--- config.mk ---
export PLATFORM = sky130hd
export DESIGN_NAME = mc_control_flat
export DESIGN_NICKNAME = d
export VERILOG_FILES = /design/src/rtl/mc_control_pkg.sv /design/src/rtl/mc_control_if.sv /design/src/rtl/mc_control_opdecode.sv /design/src/rtl/mc_control.sv /design/src/flat_wrapper.sv
export SDC_FILE = /design/constraint.sdc
export NUM_CORES = 1
export LEC_CHECK = 0
export CORE_UTILIZATION = 25
export DETAILED_ROUTE_END_ITERATION = 7
export DONT_BUFFER_PORTS = 1
export HOLD_SLACK_MARGIN = 0.08
export PLACE_DENSITY_LB_ADDON = 0.15
export SYNTH_ARGS = -nofsm -noshare
export SYNTH_HDL_FRONTEND = slang
export SYNTH_HIERARCHICAL = 1
export SYNTH_SLANG_ARGS = --single-unit
--- constraint.sdc ---
create_clock -name clk -period 2.47 [get_ports clk]
set_input_delay 0.6175 -clock clk [delete_from_list [all_inputs] [get_ports clk]]
set_output_delay 0.6175 -clock clk [all_outputs]
set_load 0.1 [all_outputs]
--- src/rtl/mc_control_pkg.sv ---
// mc_control_pkg: shared constants for the multi-cycle main controller.
// State encodings, opcode values, ALU operation classes, mux select codes
// and the one-hot opcode class produced by mc_opdecode.
package mc_control_pkg;

   localparam logic [3:0] S_FETCH  = 4'd0;
   localparam logic [3:0] S_DECODE = 4'd1;
   localparam logic [3:0] S_MEMADR = 4'd2;
   localparam logic [3:0] S_MEMRD  = 4'd3;
   localparam logic [3:0] S_MEMWB  = 4'd4;
   localparam logic [3:0] S_MEMWR  = 4'd5;
   localparam logic [3:0] S_EXEC   = 4'd6;
   localparam logic [3:0] S_ALUWB  = 4'd7;
   localparam logic [3:0] S_BRANCH = 4'd8;
   localparam logic [3:0] S_ADDIEX = 4'd9;
   localparam logic [3:0] S_ADDIWB = 4'd10;
   localparam logic [3:0] S_LUIEX  = 4'd11;
   localparam logic [3:0] S_JUMP   = 4'd12;

   localparam logic [5:0] OP_RTYPE = 6'd0;
   localparam logic [5:0] OP_J     = 6'd2;
   localparam logic [5:0] OP_BEQ   = 6'd4;
   localparam logic [5:0] OP_ADDI  = 6'd8;
   localparam logic [5:0] OP_LUI   = 6'd15;
   localparam logic [5:0] OP_LW    = 6'd35;
   localparam logic [5:0] OP_SW    = 6'd43;

   localparam logic [1:0] ALU_ADD   = 2'd0;
   localparam logic [1:0] ALU_SUB   = 2'd1;
   localparam logic [1:0] ALU_FUNCT = 2'd2;
   localparam logic [1:0] ALU_LUI   = 2'd3;

   localparam logic [1:0] SRCB_RT     = 2'd0;
   localparam logic [1:0] SRCB_FOUR   = 2'd1;
   localparam logic [1:0] SRCB_IMM    = 2'd2;
   localparam logic [1:0] SRCB_IMMSH2 = 2'd3;

   localparam logic [1:0] PC_ALU    = 2'd0;
   localparam logic [1:0] PC_ALUOUT = 2'd1;
   localparam logic [1:0] PC_JUMP   = 2'd2;

   typedef struct packed {
      logic rtype;
      logic mem;
      logic lw;
      logic sw;
      logic beq;
      logic addi;
      logic lui;
      logic jump;
      logic illegal;
   } op_class_t;

endpackage

--- src/rtl/mc_control_if.sv ---
// mc_control_if: controller <-> datapath/memory signal bundle.
// master = controller side, slave = datapath/memory side.
interface mc_control_if #(
   parameter int OPW    = 6,
   parameter int ALUOPW = 2,
   parameter int STATEW = 4
);
   logic [OPW-1:0]    opcode;
   logic              mem_ready;
   logic              mem_req;
   logic              iord;
   logic              memread;
   logic              memwrite;
   logic              irwrite;
   logic              regdst;
   logic              memtoreg;
   logic              regwrite;
   logic              alusrca;
   logic [1:0]        alusrcb;
   logic [ALUOPW-1:0] aluop;
   logic [1:0]        pcsrc;
   logic              pcwrite;
   logic              pcwritecond;
   logic [STATEW-1:0] state_o;

   modport master (
      input  opcode, mem_ready,
      output mem_req, iord, memread, memwrite, irwrite, regdst, memtoreg,
             regwrite, alusrca, alusrcb, aluop, pcsrc, pcwrite, pcwritecond,
             state_o
   );

   modport slave (
      output opcode, mem_ready,
      input  mem_req, iord, memread, memwrite, irwrite, regdst, memtoreg,
             regwrite, alusrca, alusrcb, aluop, pcsrc, pcwrite, pcwritecond,
             state_o
   );
endinterface

--- src/rtl/mc_control_opdecode.sv ---
// mc_opdecode: combinational opcode -> one-hot instruction class.
// MC_CONTROL_JUMP_EN: when undefined, opcode 2 decodes as illegal.
module mc_opdecode
   import mc_control_pkg::*;
#(
   parameter int OPW = 6
) (
   input  logic [OPW-1:0] opcode,
   output op_class_t      cls
);

   // Classify the opcode; anything unrecognised is illegal (NOP).
   always_comb begin
      cls = '0;
      case (opcode)
         OPW'(OP_RTYPE): cls.rtype = 1'b1;
         OPW'(OP_LW):    begin cls.mem = 1'b1; cls.lw = 1'b1; end
         OPW'(OP_SW):    begin cls.mem = 1'b1; cls.sw = 1'b1; end
         OPW'(OP_BEQ):   cls.beq   = 1'b1;
         OPW'(OP_ADDI):  cls.addi  = 1'b1;
         OPW'(OP_LUI):   cls.lui   = 1'b1;
`ifdef MC_CONTROL_JUMP_EN
         OPW'(OP_J):     cls.jump  = 1'b1;
`endif
         default:        cls.illegal = 1'b1;
      endcase
   end

endmodule

--- src/rtl/mc_control.sv ---
// mc_control: multi-cycle Moore main controller for the shared-ALU,
// shared-memory datapath. Stalls FETCH/MEMRD/MEMWR on mem_ready.
// MC_CONTROL_JUMP_EN: builds the JUMP state (opcode 2).
//
// state  | meaning
// FETCH  | read instruction at PC, PC+4 (commits on mem_ready)
// DECODE | read registers, precompute branch target
// MEMADR | compute rs + imm address
// MEMRD  | load read, held until mem_ready
// MEMWB  | write MDR to rt
// MEMWR  | store write, held until mem_ready
// EXEC   | R-type ALU operation
// ALUWB  | write ALUOut to rd
// BRANCH | compare rs/rt, conditional PC write
// ADDIEX | rs + imm
// ADDIWB | write ALUOut to rt (shared by addi and lui)
// LUIEX  | imm << 16
// JUMP   | PC <- jump target (optional)
module mc_control
   import mc_control_pkg::*;
#(
   parameter int OPW    = 6,
   parameter int ALUOPW = 2,
   parameter int STATEW = 4
) (
   input  logic         clk,
   input  logic         reset,
   mc_control_if.master bus
);

   logic [3:0]  state;
   logic [3:0]  state_nxt;
   op_class_t   cls;

   mc_opdecode #(.OPW(OPW)) u_opdecode (
      .opcode (bus.opcode),
      .cls    (cls)
   );

   // Next-state selection; unknown encodings fall back to FETCH.
   always_comb begin
      state_nxt = S_FETCH;
      case (state)
         S_FETCH:  state_nxt = bus.mem_ready ? S_DECODE : S_FETCH;
         S_DECODE: begin
            if (cls.rtype)        state_nxt = S_EXEC;
            else if (cls.mem)     state_nxt = S_MEMADR;
            else if (cls.beq)     state_nxt = S_BRANCH;
            else if (cls.addi)    state_nxt = S_ADDIEX;
            else if (cls.lui)     state_nxt = S_LUIEX;
`ifdef MC_CONTROL_JUMP_EN
            else if (cls.jump)    state_nxt = S_JUMP;
`else
            else if (cls.jump)    state_nxt = S_FETCH;
`endif
            else if (cls.illegal) state_nxt = S_FETCH;
         end
         S_MEMADR: begin
            if (cls.lw)           state_nxt = S_MEMRD;
            else if (cls.sw)      state_nxt = S_MEMWR;
         end
         S_MEMRD:  state_nxt = bus.mem_ready ? S_MEMWB : S_MEMRD;
         S_MEMWB:  state_nxt = S_FETCH;
         S_MEMWR:  state_nxt = bus.mem_ready ? S_FETCH : S_MEMWR;
         S_EXEC:   state_nxt = S_ALUWB;
         S_ALUWB:  state_nxt = S_FETCH;
         S_BRANCH: state_nxt = S_FETCH;
         S_ADDIEX: state_nxt = S_ADDIWB;
         S_ADDIWB: state_nxt = S_FETCH;
         S_LUIEX:  state_nxt = S_ADDIWB;
`ifdef MC_CONTROL_JUMP_EN
         S_JUMP:   state_nxt = S_FETCH;
`endif
         default:  state_nxt = S_FETCH;
      endcase
   end

   // State register with synchronous reset.
   always_ff @(posedge clk) begin
      if (reset) state <= S_FETCH;
      else       state <= state_nxt;
   end

   // Moore outputs; everything held at 0 while reset is high. The FETCH
   // commit strobes are qualified by mem_ready so a stalled fetch commits once.
   always_comb begin
      bus.mem_req     = 1'b0;
      bus.iord        = 1'b0;
      bus.memread     = 1'b0;
      bus.memwrite    = 1'b0;
      bus.irwrite     = 1'b0;
      bus.regdst      = 1'b0;
      bus.memtoreg    = 1'b0;
      bus.regwrite    = 1'b0;
      bus.alusrca     = 1'b0;
      bus.alusrcb     = SRCB_RT;
      bus.aluop       = ALUOPW'(ALU_ADD);
      bus.pcsrc       = PC_ALU;
      bus.pcwrite     = 1'b0;
      bus.pcwritecond = 1'b0;
      if (!reset) begin
         case (state)
            S_FETCH: begin
               bus.mem_req = 1'b1;
               bus.memread = 1'b1;
               bus.alusrcb = SRCB_FOUR;
               bus.irwrite = bus.mem_ready;
               bus.pcwrite = bus.mem_ready;
            end
            S_DECODE: bus.alusrcb = SRCB_IMMSH2;
            S_MEMADR: begin
               bus.alusrca = 1'b1;
               bus.alusrcb = SRCB_IMM;
            end
            S_MEMRD: begin
               bus.mem_req = 1'b1;
               bus.memread = 1'b1;
               bus.iord    = 1'b1;
            end
            S_MEMWB: begin
               bus.regwrite = 1'b1;
               bus.memtoreg = 1'b1;
            end
            S_MEMWR: begin
               bus.mem_req  = 1'b1;
               bus.memwrite = 1'b1;
               bus.iord     = 1'b1;
            end
            S_EXEC: begin
               bus.alusrca = 1'b1;
               bus.aluop   = ALUOPW'(ALU_FUNCT);
            end
            S_ALUWB: begin
               bus.regwrite = 1'b1;
               bus.regdst   = 1'b1;
            end
            S_BRANCH: begin
               bus.alusrca     = 1'b1;
               bus.aluop       = ALUOPW'(ALU_SUB);
               bus.pcwritecond = 1'b1;
               bus.pcsrc       = PC_ALUOUT;
            end
            S_ADDIEX: begin
               bus.alusrca = 1'b1;
               bus.alusrcb = SRCB_IMM;
            end
            S_ADDIWB: bus.regwrite = 1'b1;
            S_LUIEX: begin
               bus.alusrca = 1'b1;
               bus.alusrcb = SRCB_IMM;
               bus.aluop   = ALUOPW'(ALU_LUI);
            end
`ifdef MC_CONTROL_JUMP_EN
            S_JUMP: begin
               bus.pcwrite = 1'b1;
               bus.pcsrc   = PC_JUMP;
            end
`endif
            default: ;
         endcase
      end
   end

   assign bus.state_o = STATEW'(state);

endmodule

--- src/flat_wrapper.sv ---
// flat-port wrapper written by rule: the top's interface ports become plain ports
module mc_control_flat import mc_control_pkg::*;
#(
   parameter int OPW    = 6,
   parameter int ALUOPW = 2,
   parameter int STATEW = 4
)
  (clk, reset, bus_opcode, bus_mem_ready, bus_mem_req, bus_iord, bus_memread, bus_memwrite, bus_irwrite, bus_regdst, bus_memtoreg, bus_regwrite, bus_alusrca, bus_alusrcb, bus_aluop, bus_pcsrc, bus_pcwrite, bus_pcwritecond, bus_state_o);
  mc_control_if #(.OPW(OPW), .ALUOPW(ALUOPW), .STATEW(STATEW)) bus_i ();
  input  logic clk;
  input  logic reset;
  input wire logic [$bits(bus_i.opcode)-1:0] bus_opcode;
  input wire logic [$bits(bus_i.mem_ready)-1:0] bus_mem_ready;
  output wire logic [$bits(bus_i.mem_req)-1:0] bus_mem_req;
  output wire logic [$bits(bus_i.iord)-1:0] bus_iord;
  output wire logic [$bits(bus_i.memread)-1:0] bus_memread;
  output wire logic [$bits(bus_i.memwrite)-1:0] bus_memwrite;
  output wire logic [$bits(bus_i.irwrite)-1:0] bus_irwrite;
  output wire logic [$bits(bus_i.regdst)-1:0] bus_regdst;
  output wire logic [$bits(bus_i.memtoreg)-1:0] bus_memtoreg;
  output wire logic [$bits(bus_i.regwrite)-1:0] bus_regwrite;
  output wire logic [$bits(bus_i.alusrca)-1:0] bus_alusrca;
  output wire logic [$bits(bus_i.alusrcb)-1:0] bus_alusrcb;
  output wire logic [$bits(bus_i.aluop)-1:0] bus_aluop;
  output wire logic [$bits(bus_i.pcsrc)-1:0] bus_pcsrc;
  output wire logic [$bits(bus_i.pcwrite)-1:0] bus_pcwrite;
  output wire logic [$bits(bus_i.pcwritecond)-1:0] bus_pcwritecond;
  output wire logic [$bits(bus_i.state_o)-1:0] bus_state_o;
  assign bus_i.opcode = bus_opcode;
  assign bus_i.mem_ready = bus_mem_ready;
  assign bus_mem_req = bus_i.mem_req;
  assign bus_iord = bus_i.iord;
  assign bus_memread = bus_i.memread;
  assign bus_memwrite = bus_i.memwrite;
  assign bus_irwrite = bus_i.irwrite;
  assign bus_regdst = bus_i.regdst;
  assign bus_memtoreg = bus_i.memtoreg;
  assign bus_regwrite = bus_i.regwrite;
  assign bus_alusrca = bus_i.alusrca;
  assign bus_alusrcb = bus_i.alusrcb;
  assign bus_aluop = bus_i.aluop;
  assign bus_pcsrc = bus_i.pcsrc;
  assign bus_pcwrite = bus_i.pcwrite;
  assign bus_pcwritecond = bus_i.pcwritecond;
  assign bus_state_o = bus_i.state_o;
  mc_control #(.OPW(OPW), .ALUOPW(ALUOPW), .STATEW(STATEW)) u_core (.clk(clk), .reset(reset), .bus(bus_i));
endmodule
==> results.md <==
- The run finished with clean final reports.
- The proportion of layout cells with a drive suffix above 1 is between 40 and 50%.
- The category of the worst setup path launch point is a register.
- Entering global routing, the biggest net connects 23 pins.
- The remaining routing DRC violations is 0.
- During placement, the flow inserted port buffers numbering 0.
- Averaged over all synthesized cells, the footprint is between 6 and 7 um2.
- In the routed layout, each cell is associated on average with a via count of ~5.3.
- The highest fanout seen on the critical path is 10.
- The routed wire length on met3 is a little over 90 um.
- The pre-antenna-repair detailed-routing pass consisted of 4 iterations.
- The number of cells after detailed placement is 131.
- The die is 51.52 um tall.
- After the last flow step, the layout net total stands at 117.
- The number of global-route vias before repair is around 710.
- TritonCTS built the clock tree.
- For this block, wires on met1 add up to slightly above 700 um.
- After layout, the minimum clock period comes to approximately 2.4 ns.
- In this run the power density over the cells is ~260 nW/um2.
- The depth of the worst hold-timing path is 1.
- In this run the count of I/O pins placed on the die edge is 30.
- The first-iteration detailed-routing DRC count is 22.
- The total length of routed wires is around 1700 um.
- The clock tree skew after final layout is roughly 0.0068 ns.
- Setup repair after global routing left no endpoint under its margin.
- The count of cells in the finished layout, fillers not included, comes to 134.
- The total of endpoints with negative setup slack in the final report is 0.
- The maximum ir drop on the vdd rail is ~0.15 mV.
- The number of cell instances on the worst register-to-register path is 4.
- The die width is between 50 and 60 um.
- The signal on the critical path passes through inv_1 > nor2_1 > or3b_4 > a21oi_4 > buf_12.
- Fill cells in the final layout number 220.
- The global-route wire length before repair is ~3000 um.
- Once the clock tree was built, the resizer swapped 0 gates to a different size.
- The routed wire length per instance is roughly 13 um.
- For this run, the total global-route usage over all layers was measured as 14.43%.
- The post-CTS clock slew at the launch and capture registers of the worst setup and hold paths is 0.03 ns.
- In the finished design, the share of the clock period the worst path needs comes to between 90% and 100%.
- The congestion estimate from routability-driven global placement came to roughly 0.8.
- Summed over all cells, the static leakage comes to approximately 0.37 nW.
- Counting buffers and inverters, the worst setup path is 5 cells deep.
- Counting both buffers and inverters, the worst setup path holds a total of 2.
- The register with the most flip-flops in the layout has 4 of them.
- Counting every instance in the synthesized netlist gives 93.
- The final-report max-slew violation count came to 0.
- The maximum count of clock buffers along a single path is 2.
- The category of the worst setup path capture point is an output port.
- STA puts the critical path data arrival time at approximately 1.7 ns.
- The worst hold margin is ~0.47 ns.
- The highest cell delay on the worst timing path is around 0.44 ns.
- The number of clock buffers inserted by TritonCTS is 3.
- After clock tree synthesis, the flow added hold-fix buffers numbering 0.
- The highest attainable clock frequency is between 0.4 and 0.5 GHz.
- The clock network latency to the later pin of the worst-skew pair is about 0.23 ns.
- For this design, the sink count on the clock tree is 4.
- Summing all flip-flop and latch instances after layout gives 95.09 um2.
- After routing, the total negative slack on setup checks comes to 0 ns.
- The level count of the clock H-tree is 1.
- The synthesized netlist net count is between 100 and 150.
- After floorplanning, the core was divided into 17 placement rows.
- The initial core utilization is 27.19%.
- The die covers 2654 um2.
- Data on the critical path is required at its endpoint by between 1.5 and 2 ns.
- For this run, the number of Yosys warnings is 6.
- The tool flagged a number of max-cap violations equal to 0.
- The worst hold path class is input pin to register.
- The number of buffers added for setup after CTS is 0.
- The clock root buffer is sky130_fd_sc_hd__clkbuf_4.
- After detailed routing, no signal wire sits above met3.
- The post-synth design cell area is 613.1 um2.
- Detailed routing inserted a total of 708 vias.
- The total area inside the core boundary comes to around 2300 um2.
- The multi-input combinational cell area is 620.6 um2.
- The type of the setup path with the least slack is register to output port.
- The met2 wire length is roughly 930 um.
- In this design, the largest share of critical-path delay is due to simple AND/OR/NAND/NOR gates.
- The area overhead of the layout relative to synthesis is 84.29%.
- The total half-perimeter wirelength after legalization and detailed placement is ~1400 um.
- The library cell contributing the largest single delay on the critical path is sky130_fd_sc_hd__or3b_4.
- The number of antenna violations at the first check in global routing is 0.
- The number of hold-slack violations in the final timing report is 0.
- Once detail routing completed, the nets flagged for antenna violations numbered 0.
- The number of antenna repair diodes is 0.
- The residual overflow from global routing is 0.
-- through the flow --
stage	util (%)	power (mW)	area, um2	setup slack [ns]
finish	50.11	0.2936	1130	0.1118
global route	50.11	0.3058	1130	0.02524
CTS	50.11	0.2981	1130	0.1021
detailed placement	49.11	0.2161	1107	0.3408
global placement	49.11	0.2154	1107	0.3358
floorplan	-	0.1854	819.5	-0.4748
-- per-layer routing --
metal / GRT usage (%) / vias up
met5: 0 / -
met4: 5.405 / 0
met3: 1.754 / 0
met2: 25.11 / 21
met1: 17.99 / 323
li1: - / 364
-- cell usage in the layout (no fill, tap or decap), types with 2 or more instances in the layout --
cell                       instances
sky130_fd_sc_hd__a21o_1            2
sky130_fd_sc_hd__a21oi_1           2
sky130_fd_sc_hd__a21oi_4           2
sky130_fd_sc_hd__buf_12           13
sky130_fd_sc_hd__buf_16            2
sky130_fd_sc_hd__buf_4             5
sky130_fd_sc_hd__clkbuf_4          3
sky130_fd_sc_hd__dfxtp_4           4
sky130_fd_sc_hd__nand2_1           9
sky130_fd_sc_hd__nand2b_1          4
sky130_fd_sc_hd__nor2_1            9
sky130_fd_sc_hd__nor2_4            7
sky130_fd_sc_hd__nor2b_1           2
sky130_fd_sc_hd__nor3_1            3
sky130_fd_sc_hd__nor3_4            4
sky130_fd_sc_hd__nor3b_2           2
sky130_fd_sc_hd__nor4_1            4
sky130_fd_sc_hd__o21ai_0           2
sky130_fd_sc_hd__or3_1             2
sky130_fd_sc_hd__or4_4             2
sky130_fd_sc_hd__xnor2_1           2
-- path summary, 6_finish.rpt --
path,to,startpoint,slack [ns]
min,u_core/bus.state_o[0],reset,0.47
max,bus_mem_req,u_core/bus.state_o[0],0.11
max reg2reg,u_core/bus.state_o[0],u_core/bus.state_o[3],0.75
min reg2reg,u_core/bus.state_o[1],u_core/bus.state_o[1],0.60
-- report_power, final --
group	switching, mW	internal (mW)
combinational	0.0976	0.0475
clock	0.0249	0.0542
sequential	0.00629	0.0630
-- final cells by class --
cell class              count  area share, %
multi-input cells          78          54.93
inverters                   1         0.3322
repair buffers             20          31.23
well taps                  28          3.101
clock buffers               3          1.993
flip-flops and latches      4          8.416
Note: power is estimated with default switching activity, not from simulation.
